==> src/rtl/uart_pkg.sv <==
// Shared types and default sizing for the FIFO-fed UART transmitter.
package uart_pkg;

    localparam int DEFAULT_DATA_WIDTH   = 8;
    localparam int DEFAULT_CLKS_PER_BIT = 16;

    typedef enum logic [2:0] {
        IDLE  = 3'd0,
        FETCH = 3'd1,
        LOAD  = 3'd2,
        START = 3'd3,
        DATA  = 3'd4,
        STOP  = 3'd5
    } tx_state_e;

endpackage

==> src/rtl/uart_baud_cnt.sv <==
// Bit-period counter: counts 0..CLKS_PER_BIT-1, wraps on terminal count, clears on request.
module uart_baud_cnt #(
    parameter int CLKS_PER_BIT = 16,
    parameter int CNT_W        = $clog2(CLKS_PER_BIT)
) (
    input  logic             clk,
    input  logic             rst_n,
    input  logic             clr,
    output logic [CNT_W-1:0] cnt,
    output logic             tc
);

    logic [CNT_W-1:0] cnt_r;

    // Free-running period counter, restarted on clear or terminal count.
    always_ff @(posedge clk or negedge rst_n) begin
        if (!rst_n) begin
            cnt_r <= '0;
        end else if (clr || tc) begin
            cnt_r <= '0;
        end else begin
            cnt_r <= cnt_r + CNT_W'(1);
        end
    end

    assign cnt = cnt_r;
    assign tc  = (cnt_r == CNT_W'(CLKS_PER_BIT - 1));

endmodule

==> src/rtl/fifo_uart_tx.sv <==
// UART transmitter that pops characters from an upstream registered-read FIFO
// and serialises them as start + LSB-first data + stop, no parity.
module fifo_uart_tx
    import uart_pkg::*;
#(
    parameter int DATA_WIDTH   = DEFAULT_DATA_WIDTH,
    parameter int CLKS_PER_BIT = DEFAULT_CLKS_PER_BIT
) (
    input  logic                  clk,
    input  logic                  rst_n,
    input  logic                  enable,
    input  logic                  fifo_empty,
    input  logic [DATA_WIDTH-1:0] fifo_data,
    output logic                  fifo_read_en,
    output logic                  tx,
    output logic                  busy,
    output logic                  frame_done
);

    localparam int CNT_W = $clog2(CLKS_PER_BIT);
    localparam int BIT_W = $clog2(DATA_WIDTH) + 1;

    tx_state_e             state_r, state_s;
    logic [DATA_WIDTH-1:0] shift_r, shift_s;
    logic [BIT_W-1:0]      bit_cnt_r, bit_cnt_s;
    logic [CNT_W-1:0]      baud_cnt_s;
    logic                  baud_tc_s;
    logic                  baud_clr_s;
    logic                  tx_r, tx_s;
    logic                  busy_r, busy_s;
    logic                  read_en_r, read_en_s;
    logic                  frame_done_r, frame_done_s;

    uart_baud_cnt #(
        .CLKS_PER_BIT (CLKS_PER_BIT),
        .CNT_W        (CNT_W)
    ) u_baud_cnt (
        .clk   (clk),
        .rst_n (rst_n),
        .clr   (baud_clr_s),
        .cnt   (baud_cnt_s),
        .tc    (baud_tc_s)
    );

    // Next-state, datapath and next-output decode; outputs are registered so they align with state.
    always_comb begin
        state_s   = state_r;
        shift_s   = shift_r;
        bit_cnt_s = bit_cnt_r;
        case (state_r)
            IDLE: begin
                if (enable && !fifo_empty) state_s = FETCH;
                else                       state_s = IDLE;
            end
            FETCH: state_s = LOAD;
            LOAD: begin
                shift_s = fifo_data;
                state_s = START;
            end
            START: begin
                if (baud_tc_s) begin
                    state_s   = DATA;
                    bit_cnt_s = '0;
                end else begin
                    state_s = START;
                end
            end
            DATA: begin
                if (baud_tc_s) begin
                    shift_s   = {1'b0, shift_r[DATA_WIDTH-1:1]};
                    bit_cnt_s = bit_cnt_r + BIT_W'(1);
                    if (bit_cnt_r == BIT_W'(DATA_WIDTH - 1)) state_s = STOP;
                    else                                     state_s = DATA;
                end else begin
                    state_s = DATA;
                end
            end
            STOP: begin
                if (baud_tc_s) begin
                    if (enable && !fifo_empty) state_s = FETCH;
                    else                       state_s = IDLE;
                end else begin
                    state_s = STOP;
                end
            end
            default: state_s = IDLE;
        endcase

        baud_clr_s = (state_s != state_r);
        read_en_s  = (state_s == FETCH);
        busy_s     = (state_s != IDLE);
        case (state_s)
            START:   tx_s = 1'b0;
            DATA:    tx_s = shift_s[0];
            default: tx_s = 1'b1;
        endcase
        // Next cycle is the final stop-bit cycle when the counter is one short of terminal.
        frame_done_s = (state_r == STOP) && (state_s == STOP) &&
                       (baud_cnt_s == CNT_W'(CLKS_PER_BIT - 2));
    end

    // State, datapath and output registers.
    always_ff @(posedge clk or negedge rst_n) begin
        if (!rst_n) begin
            state_r      <= IDLE;
            shift_r      <= '0;
            bit_cnt_r    <= '0;
            tx_r         <= 1'b1;
            busy_r       <= 1'b0;
            read_en_r    <= 1'b0;
            frame_done_r <= 1'b0;
        end else begin
            state_r      <= state_s;
            shift_r      <= shift_s;
            bit_cnt_r    <= bit_cnt_s;
            tx_r         <= tx_s;
            busy_r       <= busy_s;
            read_en_r    <= read_en_s;
            frame_done_r <= frame_done_s;
        end
    end

    assign fifo_read_en = read_en_r;
    assign tx           = tx_r;
    assign busy         = busy_r;
    assign frame_done   = frame_done_r;

endmodule

==> config.mk <==
export PLATFORM = sky130hd
export DESIGN_NAME = fifo_uart_tx
export DESIGN_NICKNAME = d
export VERILOG_FILES = /design/src/rtl/uart_pkg.sv /design/src/rtl/uart_baud_cnt.sv /design/src/rtl/fifo_uart_tx.sv
export SDC_FILE = /design/constraint.sdc
export NUM_CORES = 1
export LEC_CHECK = 0
export BUFFER_PORTS_ARGS = -buffer_cell sky130_fd_sc_hd__buf_2
export CAP_MARGIN = 20
export CORE_ASPECT_RATIO = 1.25
export CORE_MARGIN = 3
export CORE_UTILIZATION = 43
export DETAILED_ROUTE_END_ITERATION = 7
export PLACE_DENSITY = 0.61
export SYNTH_ARGS = -nofsm -noshare
export SYNTH_HDL_FRONTEND = slang
export SYNTH_HIERARCHICAL = 1
export SYNTH_SLANG_ARGS = --single-unit
==> constraint.sdc <==
create_clock -name clk -period 2.8 [get_ports clk]
set_input_delay 0.28 -clock clk [delete_from_list [all_inputs] [get_ports clk]]
set_output_delay 0.28 -clock clk [all_outputs]
set_load 0.03 [all_outputs]
==> flow_summary.json, run 1 <==
{
  "die_h_um": 63.5,
  "netlist_instances": 110,
  "fin_crit_sh_pct": 81.7,
  "critPathTopFamily": "simple AND/OR/NAND/NOR gates",
  "synth_top_area_share_pct": 48.5,
  "layout_setup_ws_ns": 0.512,
  "pre_cts_ws_ns": 0.541,
  "setup_viol": 0,
  "hold_viol": 0,
  "drtAntennaViolNets": 0,
  "drc_errors": 0,
  "die_x_um": 52.0,
  "postCtsSetupRepairBufs": 0,
  "drive_gt1_share_pct": 21.4,
  "cts_max_path_buffers": 2,
  "synthDistinctLibCells": 36,
  "worstPathCellList": "ha_1 > and3_4 > and2_1 > a22oi_1 > and3_4 > nor2_1 > o21ai_0 > nor3_1",
  "hold_path_depth": 3,
  "ys_warn_count": 6,
  "antenna_cells": 0,
  "grt_pass1_vias": 877,
  "grt_remaining_overflow": 0,
  "clk_latency_ns": 0.31,
  "core_sq_mm": 0.00248,
  "nets": 141,
  "rsz0062_at_grt": "no",
  "drt_first_pass_iters": 4,
  "reg2reg_to": "u_baud_cnt/cnt[0]",
  "place_area_sq_mm": 0.00123,
  "cpPeakStageDelay_ns": 0.45,
  "grt_max_degree": 24,
  "cp_data_required_time_ns": 2.98,
  "relSlewSlack_pct": 63.3,
  "io_pins": 16,
  "portBuffers": 15,
  "initial_utilization_pct": 45.9,
  "ys_top_cells_by_area": "dfrtp_1 (48%), nand2_1 (7.3%), a22oi_1 (5.3%)",
  "worst_setup_path_end_kind": "register",
  "clkTransAtPathRegs_ns": 0.12,
  "cts_tree": "built",
  "antenna_found_initial": 0,
  "start_kind": "register",
  "vias": 856,
  "cap_viol_max_count": 0,
  "gp_congestion": 0.724,
  "place_inst": 154,
  "dp_hpwl_um": 1620,
  "p_per_area_mw_per_mm2": 744,
  "worstPathMaxFanout": 11,
  "htree_levels": 1,
  "fin_cells": 159,
  "final.setup.tns_ns": 0,
  "fmax_mhz": 437,
  "ys_ff_latch": 23,
  "fin_area_sq_mm": 0.00127,
  "die-area_sq_mm": 0.00330,
  "outcome": "finished, final reports clean",
  "vias_per_cell": 5.38,
  "r2r_cells": 8,
  "r2r_slack_ns": 0.51,
  "drt_wl_total_um": 2200,
  "cp_num_buf_inv": 0,
  "ir_drop_mv": 0.406,
  "crit_type": "register to register",
  "crit_top_cell": "and3_4",
  "worst_slew_pin_slew_ns": 0.551,
  "area_growth_pct": 11.5,
  "root_buffer": "clkbuf_4",
  "drt_iter0_markers": 16,
  "cts_made_buffers": 3,
  "hold_class": "primary input to register",
  "p_leak_nw": 0.569,
  "min-delay-start": "fifo_data[5]",
  "synth_area_sq_mm": 0.00114,
  "cts.sinks": 23,
  "synth.avg_cell_area_sq_um": 10.3,
  "whs_endpoint": "shift_r[5]",
  "grt_pass1_wl_um": 3840,
  "critPathArrivalTime_ns": 2.47,
  "reg2reg_from": "u_baud_cnt/cnt[0]",
  "slowest_stage": "dfrtp_1",
  "drv_slew": 0,
  "syn_nets": 124,
  "ys_seq_area_share_pct": 50.8,
  "rows": 20,
  "fin_worst_skew_ns": 0.00330,
  "grt_use_total_pct": 15.2,
  "period_needed_ns": 2.29,
  "routedWlPerCell_um": 13.8,
  "synth_top_area_cell": "dfrtp_1",
  "total_power_w": 0.000942,
  "final_cell_mix": "nand2_1 (22), dfrtp_1 (22), buf_2 (15)"
}
kinds of logic after synthesis:
group,share of synthesized area (%)
and+or+nand+nor,25.4
DFF,50.8
buffers and inverters,3.08
AOI/OAI and AO/OA,16.9
xor gates and xnor gates,0.771
muxes,0.881
adders and majority gates,2.20
Yosys cell counts, drive strengths merged:
master and n:
a221oi 1, a2111oi 1, nor3 1, buf 5, and3 2, nand4b 1, o22ai 1, nand2 22
and2 2, or3 1, a22oi 8, nand3 2, ha 2, nor2 6, nor2b 3, nor4bb 1
a22o 2, dfstp 1, a31oi 1, o21ai 4, xnor2 1, nor4 1, dfrtp 22, nor3b 4
nand2b 3, mux2i 1, a311oi 1, a21o 2, a21oi 4, nand4 1, inv 1, a211oi 2
power breakdown:
| group | switching, W | total [W] | internal, W | leakage [nW] |
|---|---|---|---|---|
| clock | 0.000102 | 0.000155 | 0.0000534 | 0.0177 |
| combinational | 0.000139 | 0.000268 | 0.000129 | 0.268 |
| sequential | 0.0000880 | 0.000519 | 0.000431 | 0.283 |
| total | 0.000329 | 0.000942 | 0.000614 | 0.569 |
worst max path at each step:
stage / cells past startpoint / startpoint / end / slack, ns
floorplan: 9 / u_baud_cnt/cnt[0] / u_baud_cnt/cnt[0] / 0.74
global placement: 8 / u_baud_cnt/cnt[0] / u_baud_cnt/cnt[0] / 0.72
detailed placement: 8 / u_baud_cnt/cnt[0] / u_baud_cnt/cnt[0] / 0.54
CTS: 8 / u_baud_cnt/cnt[0] / u_baud_cnt/cnt[0] / 0.53
global route: 8 / u_baud_cnt/cnt[0] / u_baud_cnt/cnt[0] / 0.35
finish: 8 / u_baud_cnt/cnt[0] / u_baud_cnt/cnt[0] / 0.51
final cells by class:
type / instances / area, sq um
inverters: 1 / 3.75
clock inverters: 1 / 5.00
well taps: 33 / 41.3
repair buffers: 17 / 92.6
clock buffers: 3 / 22.5
flip-flops and latches: 23 / 577
fillers: 225 / 1210
multi-input cells: 81 / 524
sequential cells by signal, summed over array words and instances (netlist names):
register        count
u_baud_cnt/cnt      4
tx                  1
shift_r             8
frame_done          1
fifo_read_en        1
bit_cnt_r           4
busy                1
state_r             3
layer usage:
layer | share of wire (%) | up-vias | global-route usage, %
li1 | - | 428 | -
met1 | 44 | 401 | 18.5
met2 | 51 | 23 | 25.6
met3 | 3.6 | 4 | 2.60
met4 | 1.7 | 0 | 6.23
met5 | 0 | - | 0
tightest hold or removal path: cells and delay by family:
kind            cells  cell delay (ns)
compound gates      1             0.06
simple gates        1             0.06
buf+inv             1             0.07
per-stage QoR:
step | hold slack (ns) | util [%]
3_5_place_dp | 0.287 | 49.6
4_1_cts | 0.187 | 51.1
6_report | 0.190 | 51.1
3_3_place_gp | 0.277 | 49.6
2_1_floorplan | -0.0156 | -
5_1_grt | 0.182 | 51.1
repair_timing:
item	4_1_cts	5_1_grt
hold buffers	1	0
gates resized for setup	0	0
endpoints found under the hold margin	22	0
endpoints found under the setup margin	0	0
(Power assumes the default switching activity.)
==> run 2, diff against run 1 <==
ABC_AREA = 1   (was not set)
PLACE_DENSITY = 0.63   (was 0.61)
clock period = 2.08 ns   (was 2.8 ns; I/O delays follow)
==> flow_summary.json, run 2 <==
{
  "grt_pass1_wl_um": 4160,
  "fin_crit_sh_pct": 88.0,
  "cts_tree": "built",
  "crit_type": "register to register",
  "ys_top_cells_by_area": "dfrtp_1 (44%), inv_1 (7.8%), nand2_1 (5.4%)",
  "ys_warn_count": 6,
  "met3_usage_pct": 2.71,
  "antenna_found_initial": 0,
  "worst_slew_pin_slew_ns": 0.519,
  "synth_common_cells": "inv_1 (26), dfrtp_1 (22), nand2_1 (18)",
  "cts_max_path_buffers": 2,
  "area_growth_pct": 9.61,
  "ys_ff_latch": 23,
  "syn_nets": 154,
  "core_sq_mm": 0.00273,
  "hold_viol": 0,
  "portBuffers": 15,
  "reg2reg_to": "shift_r[2]",
  "cp.depth": 7,
  "grt_pass1_vias": 973,
  "antenna_cells": 0,
  "ir_drop_mv": 0.733,
  "r2r_cells": 7,
  "largest-register": "shift_r",
  "synth_ff_type": "dfrtp_1",
  "root_buffer": "clkbuf_4",
  "ys_seq_area_share_pct": 46.1,
  "die-area_sq_mm": 0.00359,
  "synth_edf_count": 0,
  "gp_congestion": 0.737,
  "clk_latency_ns": 0.32,
  "initial_utilization_pct": 45.7,
  "drt_wl_total_um": 2370,
  "worstPathCellList": "ha_1 > nand2_2 > nor2_2 > buf_4 > nand3_2 > nand2_1 > o221ai_1",
  "p_leak_nw": 0.675,
  "critPathTopFamily": "simple AND/OR/NAND/NOR gates",
  "synthDistinctLibCells": 28,
  "nets": 172,
  "grt_use_total_pct": 15.9,
  "fin_worst_skew_ns": 0.00379,
  "slowest_stage": "dfrtp_1",
  "r2r_slack_ns": 0.25,
  "drt_first_pass_iters": 4,
  "final.setup.tns_ns": 0,
  "relSlewSlack_pct": 65.4,
  "drc_errors": 0,
  "hold_path_depth": 3,
  "final_common_cell": "inv_1",
  "cpPeakStageDelay_ns": 0.42,
  "cts.sinks": 23,
  "fin_hold_ws_ns": 0.138,
  "routedWlPerCell_um": 12.4,
  "multi_input_area_sq_um": 514,
  "fmax_mhz": 546,
  "synth_area_sq_mm": 0.00125,
  "final_cell_mix": "inv_1 (26), dfrtp_1 (22), nand2_1 (18)",
  "hold_class": "primary input to register",
  "die_x_um": 54.2,
  "post-route-util_pct": 50.1,
  "rows": 21,
  "drive_gt1_share_pct": 28.7,
  "async_reset_ff_share_pct": 100,
  "worst_setup_path_end_kind": "register",
  "p_per_area_mw_per_mm2": 1150,
  "yosysMostFrequentCell": "inv_1",
  "drtAntennaViolNets": 0,
  "fillers": 278,
  "use_met2_pct": 26.9,
  "vias": 952,
  "rsz0062_at_grt": "no",
  "critPathCapture": "shift_r[2]",
  "gr-usage-met1_pct": 18.9,
  "synth_top_area_cell": "dfrtp_1",
  "setup_viol": 0,
  "grt_max_degree": 24,
  "vias_per_cell": 4.98,
  "drv_slew": 0,
  "die_h_um": 66.3,
  "cts_made_buffers": 3,
  "netlist_instances": 140,
  "grt_remaining_overflow": 0,
  "worstPathMaxFanout": 14,
  "io_pins": 16,
  "outcome": "finished, final reports clean",
  "largest_register_ffs": 8,
  "synth.avg_cell_area_sq_um": 8.93,
  "synth_top_area_share_pct": 44.0,
  "period_needed_ns": 1.83,
  "cp_data_required_time_ns": 2.28,
  "start_kind": "register",
  "critPathArrivalTime_ns": 2.03,
  "grt_busiest_layer": "met2",
  "dp_hpwl_um": 1850,
  "reg2reg_from": "u_baud_cnt/cnt[0]",
  "total_power_w": 0.00157,
  "pre_cts_ws_ns": 0.180,
  "cap_viol_max_count": 0,
  "clkTransAtPathRegs_ns": 0.13,
  "drt_iter0_markers": 16,
  "layout_setup_ws_ns": 0.249,
  "htree_levels": 1,
  "cp-startpoint": "u_baud_cnt/cnt[0]",
  "seq_area_sq_um": 577,
  "cp_num_buf_inv": 1
}
==> run 2: through the flow <==
| stage | area, sq um | instances |
|---|---|---|
| final | 1370 | 191 |
| after global placement | 1330 | 186 |
| after floorplan | 1250 | 140 |
| after global routing | 1370 | 191 |
| after detailed placement | 1330 | 186 |
| after CTS | 1370 | 191 |
==> run 2: cells by family after synthesis <==
family / count (synthesis) / synth area share [%]
buffers and inverters: 34 / 12.9
and+or+nand+nor: 64 / 28.2
AOI/OAI and AO/OA: 17 / 10.7
DFF: 23 / 46.1
adders and majority gates: 2 / 2.00
==> run 2: report_power, final <==
group	switching, W	leakage, nW	total (W)	internal (W)
sequential	0.000134	0.285	0.000736	0.000602
combinational	0.000372	0.373	0.000625	0.000253
clock	0.000138	0.0177	0.000210	0.0000721
total	0.000644	0.675	0.00157	0.000926
==> run 2: timing repair <==
item	CTS	global route
resized for setup	0	1
setup endpoints to repair	0	13
hold endpoints to repair	22	0
hold buffers	1	0
buffers inserted	0	0
==> run 2: worst min path at each step <==
stage                      start           endpoint  slack, ns
global route        fifo_data[7]         shift_r[7]       0.13
detailed placement         rst_n       fifo_read_en       0.21
finish              fifo_data[7]         shift_r[7]       0.14
global placement           rst_n  u_baud_cnt/cnt[2]       0.21
floorplan                  rst_n       bit_cnt_r[0]      -0.09
CTS                 fifo_data[7]         shift_r[7]       0.14
==> run 2: final cells by class <==
cell class                 count  area share (%)
sequential                    23            42.1
multi-input combinational     83            37.5
inverter                      30            8.49
timing repair buffer          17            6.76
tap                           34            3.11
clock buffer                   3            1.64
clock inverter                 1           0.365
==> run 2: worst reg2reg max path, cell delays in order, from the launching register on <==
cell	delay, ns
dfrtp_1	0.42
ha_1	0.21
nand2_2	0.09
nor2_2	0.18
buf_4	0.16
nand3_2	0.24
nand2_1	0.27
o221ai_1	0.15
==> run 2: metal layers <==
layer | part of all wire [%] | wire length (um)
met5 | 0 | 0
met2 | 53 | 1270
met3 | 3.0 | 72
met4 | 2.1 | 51
met1 | 41 | 981
==> run 3, diff against run 2 <==
ABC_AREA = not set   (was 1)
==> flow_summary.json, run 3 (synthesis gave the netlist of run 1 again) <==
{
  "outcome": "finished, final reports clean",
  "die_x_um": 52.0,
  "cp-startpoint": "u_baud_cnt/cnt[1]",
  "die_h_um": 63.5,
  "fin_crit_sh_pct": 91.4,
  "final_cell_mix": "nand2_1 (22), dfrtp_1 (22), buf_2 (15)",
  "cts_made_buffers": 3,
  "whs_endpoint": "shift_r[3]",
  "fin_worst_skew_ns": 0.00455,
  "grt_use_total_pct": 15.2,
  "worstPathMaxFanout": 8,
  "antenna_found_initial": 0,
  "initial_utilization_pct": 45.9,
  "reg2reg_to": "u_baud_cnt/cnt[3]",
  "drtAntennaViolNets": 0,
  "grt_remaining_overflow": 0,
  "htree_levels": 1,
  "largest-register": "shift_r",
  "clkTransAtPathRegs_ns": 0.12,
  "cts.sinks": 23,
  "cts_tree": "built",
  "fillers": 228,
  "area_growth_pct": 16.4,
  "relSlewSlack_pct": 67.3,
  "drc_errors": 0,
  "drive_gt1_share_pct": 26.3,
  "fmax_mhz": 526,
  "vias": 911,
  "drt_wl_total_um": 2310,
  "root_buffer": "clkbuf_4",
  "routedWlPerCell_um": 13.9,
  "pre_cts_ws_ns": 0.0526,
  "start_kind": "register",
  "total_power_w": 0.00134,
  "cp_data_required_time_ns": 2.27,
  "portBuffers": 15,
  "r2r_slack_ns": 0.18,
  "min-delay-start": "fifo_data[3]",
  "ir_drop_mv": 0.630,
  "crit_type": "register to register",
  "hold_path_depth": 3,
  "cts_max_path_buffers": 2,
  "period_needed_ns": 1.90,
  "grt_pass1_wl_um": 3900,
  "r2r_cells": 9,
  "post-route-util_pct": 53.4,
  "p_per_area_mw_per_mm2": 1010,
  "dp_hpwl_um": 1700,
  "worst_setup_path_end_kind": "register",
  "rsz0062_at_grt": "no",
  "place_inst": 157,
  "antenna_cells": 0,
  "gp_congestion": 0.724,
  "p_leak_nw": 0.601,
  "hold_class": "primary input to register",
  "cap_viol_max_count": 0,
  "nets": 148,
  "grt_max_degree": 24,
  "reg2reg_from": "u_baud_cnt/cnt[1]",
  "hold_viol": 0,
  "clk_latency_ns": 0.31,
  "rows": 20,
  "layout_setup_ws_ns": 0.178,
  "critPathArrivalTime_ns": 2.09,
  "fin_cells": 166,
  "vias_per_cell": 5.49,
  "grt_pass1_vias": 894,
  "drt_iter0_markers": 26,
  "drt_first_pass_iters": 4,
  "worst_slew_pin_slew_ns": 0.491,
  "largest_register_ffs": 8,
  "io_pins": 16,
  "die-area_sq_mm": 0.00330,
  "core_sq_mm": 0.00248,
  "setup_viol": 0,
  "final.setup.tns_ns": 0,
  "drv_slew": 0
}
## run 3: changes by cell type in the layout (fill, tap and decap cells not counted), moves of 6 or more
cell / before / now
o221ai_1: 6 / 0
inv_1: 26 / 1
nand3_1: 8 / 2
a22oi_1: 0 / 8
nand4_1: 9 / 1
nand2_2: 6 / 0
buf_4: 1 / 8
## run 3: worst max-delay path by stage
stage | to | slack, ns | cells past startpoint
global placement | u_baud_cnt/cnt[3] | 0.14 | 9
CTS | u_baud_cnt/cnt[3] | 0.03 | 9
finish | u_baud_cnt/cnt[3] | 0.18 | 9
detailed placement | u_baud_cnt/cnt[3] | 0.05 | 9
global route | u_baud_cnt/cnt[3] | 0.01 | 9
floorplan | u_baud_cnt/cnt[0] | 0.02 | 9
## run 3: critical path, cell delays in order (launching register included)
cell and delay, ns:
dfrtp_1 0.43, ha_2 0.21, and3_4 0.21, and2_4 0.17, a22oi_1 0.18, and3_4 0.24
nor2_1 0.04, o21ai_1 0.13, buf_4 0.14, a311oi_1 0.04
## run 3: through the flow
step / hold WS (ns) / cell area [sq um]
finish: 0.122 / 1320
global placement: 0.207 / 1250
floorplan: -0.0876 / 1140
global route: 0.108 / 1320
CTS: 0.118 / 1290
detailed placement: 0.212 / 1250
## run 3: what timing repair did
item | CTS | global route
gates resized for setup | 0 | 4
hold endpoints to repair | 22 | 0
hold buffers | 1 | 0
setup buffers | 0 | 4
setup endpoints to repair | 0 | 4
## run 3: routing by layer
metal | up-vias | GRT usage [%] | wire (um)
met5 | - | 0 | 0
met4 | 0 | 4.92 | 27
met3 | 4 | 2.13 | 78
met2 | 17 | 28.9 | 1310
met1 | 448 | 16.5 | 890
li1 | 442 | - | -
## run 3: power by group
group	internal, W	leakage [nW]	total (W)	switching, W
Combinational	0.000229	0.302	0.000443	0.000214
Sequential	0.000581	0.283	0.000690	0.000109
Clock	0.0000748	0.0150	0.000204	0.000129
## run 3: layout make-up
class	count	area, sq um	area share [%]
Clock buffer	4	26.3	1.99
Tap cell	33	41.3	3.12
Multi-Input combinational cell	81	529	40.0
Inverter	1	3.75	0.284
Sequential cell	23	577	43.6
Timing Repair Buffer	24	145	11.0
